==> src/rtl/fetch_unit.sv <==
// Instruction fetch stage: single outstanding zero-wait request to imem, with
// a one-entry hold buffer for freeze and drop-on-redirect handling.
//   state     | meaning
//   S_FETCH   | request to pc outstanding, data forwarded on ready
//   S_HOLD    | fetched instruction buffered until freeze drops
//   S_DISCARD | stale request held until ready, then dropped
module fetch_unit #(
   parameter logic [31:0] RESET_PC = 32'h0000_0000
) (
   input  logic        clk,
   input  logic        rst,
   input  logic        freeze,
   input  logic        branch_taken,
   input  logic [31:0] branch_addr,
   output logic        imem_req,
   output logic [31:0] imem_addr,
   input  logic        imem_ready,
   input  logic [31:0] imem_rdata,
   output logic [31:0] pc_out,
   output logic [31:0] instruction_out,
   output logic        valid_out
);

   typedef enum logic [1:0] {
      S_FETCH   = 2'd0,
      S_HOLD    = 2'd1,
      S_DISCARD = 2'd2
   } state_t;

   state_t      state_q, state_d;
   logic [31:0] pc_q, pc_d;
   logic [31:0] hold_pc_q, hold_pc_d;
   logic [31:0] hold_instr_q, hold_instr_d;
   logic [31:0] drop_addr_q, drop_addr_d;
   logic [31:0] pc_inc;
   logic [31:0] br_target;

   assign pc_inc    = pc_q + 32'd4;
   assign br_target = branch_addr & 32'hFFFF_FFFC;

   always_ff @(posedge clk or posedge rst) begin
      if (rst) begin
         state_q      <= S_FETCH;
         pc_q         <= RESET_PC;
         hold_pc_q    <= 32'h0;
         hold_instr_q <= 32'h0;
         drop_addr_q  <= RESET_PC;
      end else begin
         state_q      <= state_d;
         pc_q         <= pc_d;
         hold_pc_q    <= hold_pc_d;
         hold_instr_q <= hold_instr_d;
         drop_addr_q  <= drop_addr_d;
      end
   end

   always_comb begin
      state_d         = state_q;
      pc_d            = pc_q;
      hold_pc_d       = hold_pc_q;
      hold_instr_d    = hold_instr_q;
      drop_addr_d     = drop_addr_q;
      imem_req        = 1'b1;
      imem_addr       = pc_q;
      valid_out       = 1'b0;
      pc_out          = pc_q;
      instruction_out = 32'h0;

      case (state_q)
         S_FETCH: begin
            if (branch_taken) begin
               pc_d = br_target;
               if (!imem_ready) begin
                  state_d     = S_DISCARD;
                  drop_addr_d = pc_q;
               end
            end else if (imem_ready) begin
               valid_out       = 1'b1;
               pc_out          = pc_inc;
               instruction_out = imem_rdata;
               pc_d            = pc_inc;
               if (freeze) begin
                  state_d      = S_HOLD;
                  hold_pc_d    = pc_inc;
                  hold_instr_d = imem_rdata;
               end
            end
         end
         S_HOLD: begin
            imem_req = 1'b0;
            if (branch_taken) begin
               pc_d    = br_target;
               state_d = S_FETCH;
            end else begin
               valid_out       = 1'b1;
               pc_out          = hold_pc_q;
               instruction_out = hold_instr_q;
               if (!freeze) state_d = S_FETCH;
            end
         end
         S_DISCARD: begin
            // The dropped request keeps its own address; pc already holds the redirect.
            imem_addr = drop_addr_q;
            if (branch_taken) pc_d = br_target;
            if (imem_ready) state_d = S_FETCH;
         end
         default: state_d = S_FETCH;
      endcase

      if (rst) begin
         valid_out       = 1'b0;
         pc_out          = pc_q;
         instruction_out = 32'h0;
      end
   end

endmodule

==> config.mk <==
export PLATFORM = sky130hd
export DESIGN_NAME = fetch_unit
export DESIGN_NICKNAME = d
export VERILOG_FILES = /design/src/rtl/fetch_unit.sv
export SDC_FILE = /design/constraint.sdc
export NUM_CORES = 1
export LEC_CHECK = 0
export ABC_AREA = 1
export CAP_MARGIN = 10
export CORE_MARGIN = 8
export CORE_UTILIZATION = 55
export CTS_CLUSTER_DIAMETER = 200
export DETAILED_ROUTE_END_ITERATION = 16
export GPL_ROUTABILITY_DRIVEN = 0
export PLACE_DENSITY = 0.85
export SLEW_MARGIN = 15
export SYNTH_ARGS = -nofsm -noshare
export SYNTH_HDL_FRONTEND = slang
export SYNTH_SLANG_ARGS = --single-unit
export TNS_END_PERCENT = 1
==> constraint.sdc <==
create_clock -name clk -period 9.1 [get_ports clk]
set_clock_uncertainty 0.05 [all_clocks]
set_input_delay 1.365 -clock clk [delete_from_list [all_inputs] [get_ports clk]]
set_output_delay 1.365 -clock clk [all_outputs]
set_load 0.05 [all_outputs]
# Word level (Yosys, flattened, before mapping)

Index checks and enable logic that the tools add are counted.

Register bits: 130
Input port bits: 69
Logic and storage cells: 51

Add/subtract/negate cells: 1
Eq/ne operators: 8
Muxes and demuxes: 28
Bitwise operators: 2
Reduce and logical (&&, ||, !) cells: 7

Operators with widths:

| cell                  | number |
|---|---|
| $mux 32               | 11 |
| $pmux 32 s2           | 3 |
| $add 32x3->32 const B | 1 |
| $mux 2                | 7 |
| $ne 3x3->1 const B    | 4 |
| $pmux 2 s3            | 1 |
| $mux 1                | 5 |
| $reduce_and 5->1      | 1 |
| $reduce_and 4->1      | 1 |
| $reduce_and 3->1      | 1 |
| $eq 2x1->1 const B    | 1 |
| $eq 2x2->1 const B    | 1 |
| $logic_not 2->1       | 1 |
| $ne 2x1->1 const B    | 1 |
| $ne 2x2->1 const B    | 1 |
| $not 1->1             | 2 |
| $pmux 1 s2            | 1 |
| $reduce_and 2->1      | 1 |
| $reduce_bool 2->1     | 1 |
| $reduce_or 2->1       | 1 |

# Logic depth before layout (Yosys ltp)

Gate-level depths: netlist of the first run.

Depth after elaboration: 5
Gate-level depth with buffers: 14
Mapped depth without buffers: 14

# Worst setup path before layout of the first run

OpenSTA, ideal clock, no wires.

Path type: input to output
From: in rst
To: out pc_out[22]
Arrival time: 3.684 ns
Required time: 7.685 ns
Slack: 4.001 ns
Stages: 4
Cells stage by stage: clkinv_1 buf_2 nand2_1 nand2_1

Longest elaborated chain between the ends: 1

Ends and longest elaborated chain:

| item               | RTL line | source |
|---|---|---|
| start: declaration | 11       | `input logic rst,` |
| $mux 32            | 110      | `if (rst) begin` |
| end: declaration   | 19       | `output logic [31:0] pc_out,` |

Every way passes these cells.

# Worst setup path in the final report of the first run

From: in imem_ready
To: out pc_out[10]

Longest elaborated chain between the ends: 4

Ends and longest elaborated chain:

| item               | RTL line | source |
|---|---|---|
| start: declaration | 17       | `input logic imem_ready,` |
| $mux 32            | 77       | `end else if (imem_ready) begin` |
| $mux 32            | 71       | `if (branch_taken) begin` |
| $pmux 32 s2        | 69       | `case (state_q)` |
| $mux 32            | 110      |  |

Every way passes these cells.

==> results of run 1 <==
## cells by family after synthesis
logic type,synth area share [%]
and+or+nand+nor,35.6
AOI/OAI and AO/OA,16.0
buffers and inverters,7.43
DFF,38.7
xor gates and xnor gates,1.61
adders and majority gates,0.625
other,0.0468
## cells in the final DEF (no fill, tap or decap), types with 4 or more instances in the layout
cell type / Yosys / layout
xor2_1: 11 / 11
a22oi_2: 4 / 4
nor2_1: 71 / 69
nand2_1: 580 / 580
nor2_2: 6 / 7
clkbuf_16: 0 / 17
a22oi_1: 31 / 31
nand3_1: 45 / 44
clkinvlp_4: 0 / 6
clkdlybuf4s50_1: 0 / 159
a31oi_1: 12 / 12
o21ai_0: 79 / 79
o21ai_1: 6 / 5
buf_4: 9 / 6
inv_2: 8 / 8
a21oi_1: 82 / 82
o22ai_1: 11 / 11
nor2_4: 7 / 8
conb_1: 1 / 4
dfrtp_1: 124 / 124
inv_1: 54 / 54
nand2_2: 4 / 4
## per-layer routing
| layer | GRT usage, % | wire length, µm | vias to the layer above |
|---|---|---|---|
| li1 | - | - | 4140 |
| met1 | 34.1 | 10100 | 3971 |
| met2 | 43.8 | 11900 | 424 |
| met3 | 7.86 | 2510 | 52 |
| met4 | 11.3 | 539 | 0 |
| met5 | 0 | 0 | - |
## state kept, by name, summed over array words and instances (netlist names)
name	cells
drop_addr_q	30
hold_instr_q	32
hold_pc_q	30
pc_q	30
state_q	2
## worst max-delay path by stage
stage,from,cells past startpoint,slack [ns],to
floorplan,rst,4,4.00,pc_out[22]
global placement,imem_ready,9,2.79,pc_out[10]
detailed placement,imem_ready,9,2.85,pc_out[10]
CTS,imem_ready,9,2.75,pc_out[10]
global route,imem_ready,9,2.49,pc_out[9]
finish,imem_ready,9,2.65,pc_out[10]
## worst min-delay path, delay by kind of cell (launching register included)
| kind | cells | cell delay (ns) |
|---|---|---|
| flops | 1 | 0.34 |
| simple gates | 2 | 0.10 |
## cell type report
| class | instances | area, µm² |
|---|---|---|
| Clock buffer | 18 | 439 |
| Clock inverter | 14 | 171 |
| Fill cell | 1171 | 4180 |
| Inverter | 64 | 245 |
| Multi-Input combinational cell | 964 | 4360 |
| Sequential cell | 124 | 3100 |
| Tap cell | 184 | 230 |
| Timing Repair Buffer | 166 | 1640 |
## power by group
group | internal (mW) | total [mW] | switching [mW]
logic | 0.796 | 2.58 | 1.78
registers | 0.824 | 1.06 | 0.235
clock network | 0.437 | 0.705 | 0.269
total | 2.06 | 4.34 | 2.29
==> impl_metrics.tcl, run 1 <==
set metrics [dict create \
    run_status "completed" \
    place.detailed.hpwl_um 16500 \
    reg2reg_setup_slack_ns 5.62 \
    fp.dieW_um 137 \
    worst_relative_slew_slack_pct 19.4 \
    min_period_over_period_pct 70.8 \
    grt_antenna_before_repair 0 \
    drt_drc_violations_left 0 \
    fin_crit_ns 6.45 \
    power_mw 4.34 \
    critical_path_arrival_ns 5.03 \
    die-area_um2 18700 \
    synth_seq_area_share_pct 38.7 \
    setup_crit_path_kind "primary input to output port" \
    avgRoutedWirePerCell_um 16.3 \
    crit_buf_inv 3 \
    synth_cell_type_count 32 \
    synth_top_cells_by_area "dfrtp_1, nand2_1, a21oi_1, o21ai_0, nor2_1" \
    cts-htree-levels 4 \
    ant_nets 0 \
    place_ws_ns 2.85 \
    ir_worst_vdd_uv 275 \
    hold_end "hold_instr_q[8]$_DFFE_PP0P_" \
    cts_sinks 124 \
    synth_flop_cell "dfrtp_1" \
    critPathLaunchType "primary input" \
    clk_transition_reported_paths_ns 0.06 \
    cts_inserted_buffers 17 \
    boundaryPins 167 \
    grt_setup_unrepaired "false" \
    timing.hold.worst.class "register to register" \
    hold-path-cell-count 2 \
    critical-path-max-stage-delay_ns 0.87 \
    rr_startpoint "state_q[0]$_DFFE_PP0P_" \
    n_antenna_cell 0 \
    grt_residual_overflow 0 \
    detailroute.via_count 8587 \
    vias_per_cell 5.60 \
    die_y_um 137 \
    grt_first_pass_wirelength_um 41100 \
    yosys.area.top_type_share_pct 38.7 \
    drtIter0Drc 785 \
    final.setup.tns_ns 0 \
    netlist_area_um2 8010 \
    crit_slowest_cell "nor2_2" \
    vias_in_the_first_global_route 8440 \
    worst_r2r_path_depth 9 \
    core_area_um2 14400 \
    finalHoldWorstSlack_ns 0.422 \
    postRouteWirelength_um 25100 \
    synth-warning-count 0 \
    cts.root.buffer_cell "clkbuf_16" \
    io_buffer_count 160 \
    finalNetCount 1410 \
    cp_data_required_time_ns 7.69 \
    timing.final.max_slew_violations 0 \
    final_cell_count_no_fill 1534 \
    post_synth_inst_count 1225 \
    post-synth-top-area-cell "dfrtp_1" \
    setup_ws_ns 2.65 \
    total_leakage_power_nw 4.75 \
    ys_seq_elements 124 \
    max-cap-violations 0 \
    cp-end-kind "output port" \
    synth.most_common_cell "nand2_1" \
    power_density_of_the_placed_cells_nw_per_um2 426 \
    syn_avg_cell_area_um2 6.54 \
    placed_area_um2 9580 \
    buffers_inserted_by_post_cts_timing_repair 0 \
    grt_start_max_net_pins 110 \
    post_route_cells_drive_above_1_share_pct 5.93 \
    clk_path_buf_depth 2 \
    asyncSetResetFlopFracSynth_pct 100 \
    hold_start "hold_instr_q[8]$_DFFE_PP0P_" \
    synthTopCellsByCount "nand2_1, dfrtp_1, a21oi_1" \
    num_rows 44 \
    worstMarginPinSlew_ns 1.21 \
    crit-reg2reg-capture "hold_pc_q[21]$_DFFE_PP0P_" \
    worst_skew_pair.late_latency_ns 0.43 \
    final_hold_viols 0 \
    finish.utilization_pct 70.9 \
    syn_to_final_growth_pct 27.1 \
    groute.usage.overall_pct 27.4 \
    hold_buffers 0 \
    max_freq_mhz 155 \
    setup_viol 0 \
    critical_path_cell_list "clkdlybuf4s50_1 > nor2_2 > clkinv_1 > o22ai_1 > nand2_1 > nand3_1 > nand2_1 > o21ai_0 > clkdlybuf4s50_1" \
    post-place-cells 1502 \
    tritoncts "done" \
    critical-path-top-delay-family "buffers and inverters" \
    starting_density_of_the_core_pct 55.8 \
    post_cts_resized 0 \
    finalInstanceArea_um2 10200 \
    crit_fanout 21 \
    synth_enable_flop_cells 0 \
    number_of_iterations_in_the_first_detailed_routing_pass 5 \
]
No activity file was read; power rests on OpenSTA's default activity.
==> run 2, diff against run 1 <==
--- a/config.mk
+++ b/config.mk
@@ -8,11 +8,11 @@
 export ABC_AREA = 1
 export CAP_MARGIN = 10
 export CORE_MARGIN = 8
-export CORE_UTILIZATION = 55
+export CORE_UTILIZATION = 47
 export CTS_CLUSTER_DIAMETER = 200
 export DETAILED_ROUTE_END_ITERATION = 16
 export GPL_ROUTABILITY_DRIVEN = 0
-export PLACE_DENSITY = 0.85
+export PLACE_DENSITY = 0.77
 export SLEW_MARGIN = 15
 export SYNTH_ARGS = -nofsm -noshare
 export SYNTH_HDL_FRONTEND = slang
==> constraint.sdc (replaced) <==
create_clock -name clk -period 5.2 [get_ports clk]
set_clock_uncertainty 0.05 [all_clocks]
set_input_delay 0.78 -clock clk [delete_from_list [all_inputs] [get_ports clk]]
set_output_delay 0.78 -clock clk [all_outputs]
set_load 0.05 [all_outputs]
==> impl_metrics.tcl, run 2 (same netlist as run 1, synthesis figures left out) <==
set metrics [dict create \
    critical_path_arrival_ns 3.58 \
    buffers_inserted_by_post_cts_timing_repair 0 \
    groute.usage.overall_pct 23.4 \
    postRouteWirelength_um 25000 \
    grt_start_max_net_pins 70 \
    critPathLaunchType "register" \
    ant_nets 0 \
    run_status "completed" \
    cts-htree-levels 4 \
    io_buffer_count 160 \
    final.setup.tns_ns 0 \
    num_rows 47 \
    power_density_of_the_placed_cells_nw_per_um2 731 \
    grt_setup_unrepaired "false" \
    worst_r2r_path_depth 9 \
    clk_transition_reported_paths_ns 0.05 \
    die_y_um 147 \
    max-cap-violations 0 \
    cts.root.buffer_cell "clkbuf_16" \
    clk_path_buf_depth 2 \
    layout_commonest_cell "nand2_1" \
    vias_in_the_first_global_route 8224 \
    cts_inserted_buffers 17 \
    drt_drc_violations_left 0 \
    detailroute.via_count 8517 \
    post_route_cells_drive_above_1_share_pct 6.92 \
    setup_crit_path_kind "register to output port" \
    cp_data_required_time_ns 4.37 \
    crit_slowest_cell "clkdlybuf4s50_1" \
    fin_crit_ns 4.41 \
    critical-path-max-stage-delay_ns 0.82 \
    timing.final.max_slew_violations 0 \
    min_period_over_period_pct 84.9 \
    place_ws_ns 0.880 \
    final_hold_viols 0 \
    core_area_um2 16600 \
    reg2reg_setup_slack_ns 2.02 \
    max_freq_mhz 227 \
    timing.hold.worst.class "register to register" \
    finalNetCount 1419 \
    crit_fanout 28 \
    worst_skew_pair.late_latency_ns 0.42 \
    grt_antenna_before_repair 0 \
    die-area_um2 21500 \
    largest_register_ffs 32 \
    worst_relative_slew_slack_pct 25.7 \
    setup_ws_ns 0.787 \
    avgRoutedWirePerCell_um 15.8 \
    fp.dieW_um 147 \
    post_cts_resized 0 \
    n_antenna_cell 0 \
    drtIter0Drc 752 \
    ir_worst_vdd_uv 549 \
    setup_viol 0 \
    tritoncts "done" \
    final_cell_count_no_fill 1579 \
    largest_register "hold_instr_q" \
    syn_to_final_growth_pct 28.1 \
    critical_path_cell_list "inv_1 > ha_1 > nor2_1 > nor2_1 > inv_2 > buf_4 > nand2_1 > nand2_1 > clkdlybuf4s50_1" \
    worstMarginPinSlew_ns 1.11 \
    place.detailed.hpwl_um 17100 \
    number_of_iterations_in_the_first_detailed_routing_pass 6 \
    cp-end-kind "output port" \
    grt_first_pass_wirelength_um 41600 \
    most-common-layout-cells "nand2_1, clkdlybuf4s50_1, dfrtp_1, a21oi_1, o21ai_0" \
    vias_per_cell 5.39 \
    post-place-cells 1547 \
    hold-path-cell-count 2 \
    hold_buffers 0 \
    total_leakage_power_nw 4.81 \
    starting_density_of_the_core_pct 48.2 \
    boundaryPins 167 \
    grt_residual_overflow 0 \
    cts_sinks 124 \
]
run 2: changes by cell type in the layout (fill, tap and decap cells not counted), sizes merged:
| cell | delta |
|---|---|
| clkdlybuf4s50 | -9 |
| buf | +18 |
| clkinvlp | -2 |
| bufinv | -2 |
| clkbuf | +5 |
| clkinv | -1 |
run 2: path summary, 6_finish.rpt:
path | startpoint | endpoint
worst max register to register | state_q[0]$_DFFE_PP0P_ | hold_pc_q[25]$_DFFE_PP0P_
max in group asynchronous | rst | pc_q[30]$_DFFE_PP0P_
worst min register to register | hold_instr_q[15]$_DFFE_PP0P_ | hold_instr_q[15]$_DFFE_PP0P_
worst min-delay path | hold_instr_q[15]$_DFFE_PP0P_ | hold_instr_q[15]$_DFFE_PP0P_
worst max-delay path | state_q[0]$_DFFE_PP0P_ | pc_out[31]
min in group asynchronous | rst | pc_q[11]$_DFFE_PP0P_
run 2: area by class of cell:
cell class / instances / area, µm²
Multi-Input combinational cell: 964 / 4350
Fill cell: 1520 / 6380
Sequential cell: 124 / 3100
Inverter: 64 / 245
Clock buffer: 23 / 488
Tap cell: 220 / 275
Clock inverter: 9 / 87.6
Timing Repair Buffer: 175 / 1710
run 2: metal layers:
metal,wire length [µm],part of all wire [%],up-vias,global-route usage [%]
met5,0,0,-,0
met4,543,2.2,0,7.52
met3,2170,8.7,49,7.20
met2,11700,47,373,37.4
met1,10600,42,3933,29.6
li1,-,-,4162,-
run 2: worst max-delay path, delay by kind of cell (launching register included):
family,cells,cell delay [ns]
fa+ha+maj,1,0.43
buf+inv,4,1.82
flops,1,0.36
simple gates,4,0.55
run 2: stage by stage:
step / util, % / cell area, µm² / power [mW] / hold WS (ns)
floorplan: - / 8030 / 4.97 / 0.392
detailed placement: 58.2 / 9690 / 6.34 / 0.408
finish: 61.7 / 10300 / 7.50 / 0.421
CTS: 61.7 / 10300 / 7.51 / 0.423
global route: 61.7 / 10300 / 8.00 / 0.439
global placement: 58.2 / 9690 / 6.26 / 0.404
run 2: report_power, final:
part	internal (mW)	leakage, nW	switching [mW]	total, mW
Clock	0.707	0.271	0.441	1.15
Sequential	1.44	1.51	0.409	1.85
Combinational	1.39	3.03	3.11	4.50
Total	3.54	4.81	3.96	7.50
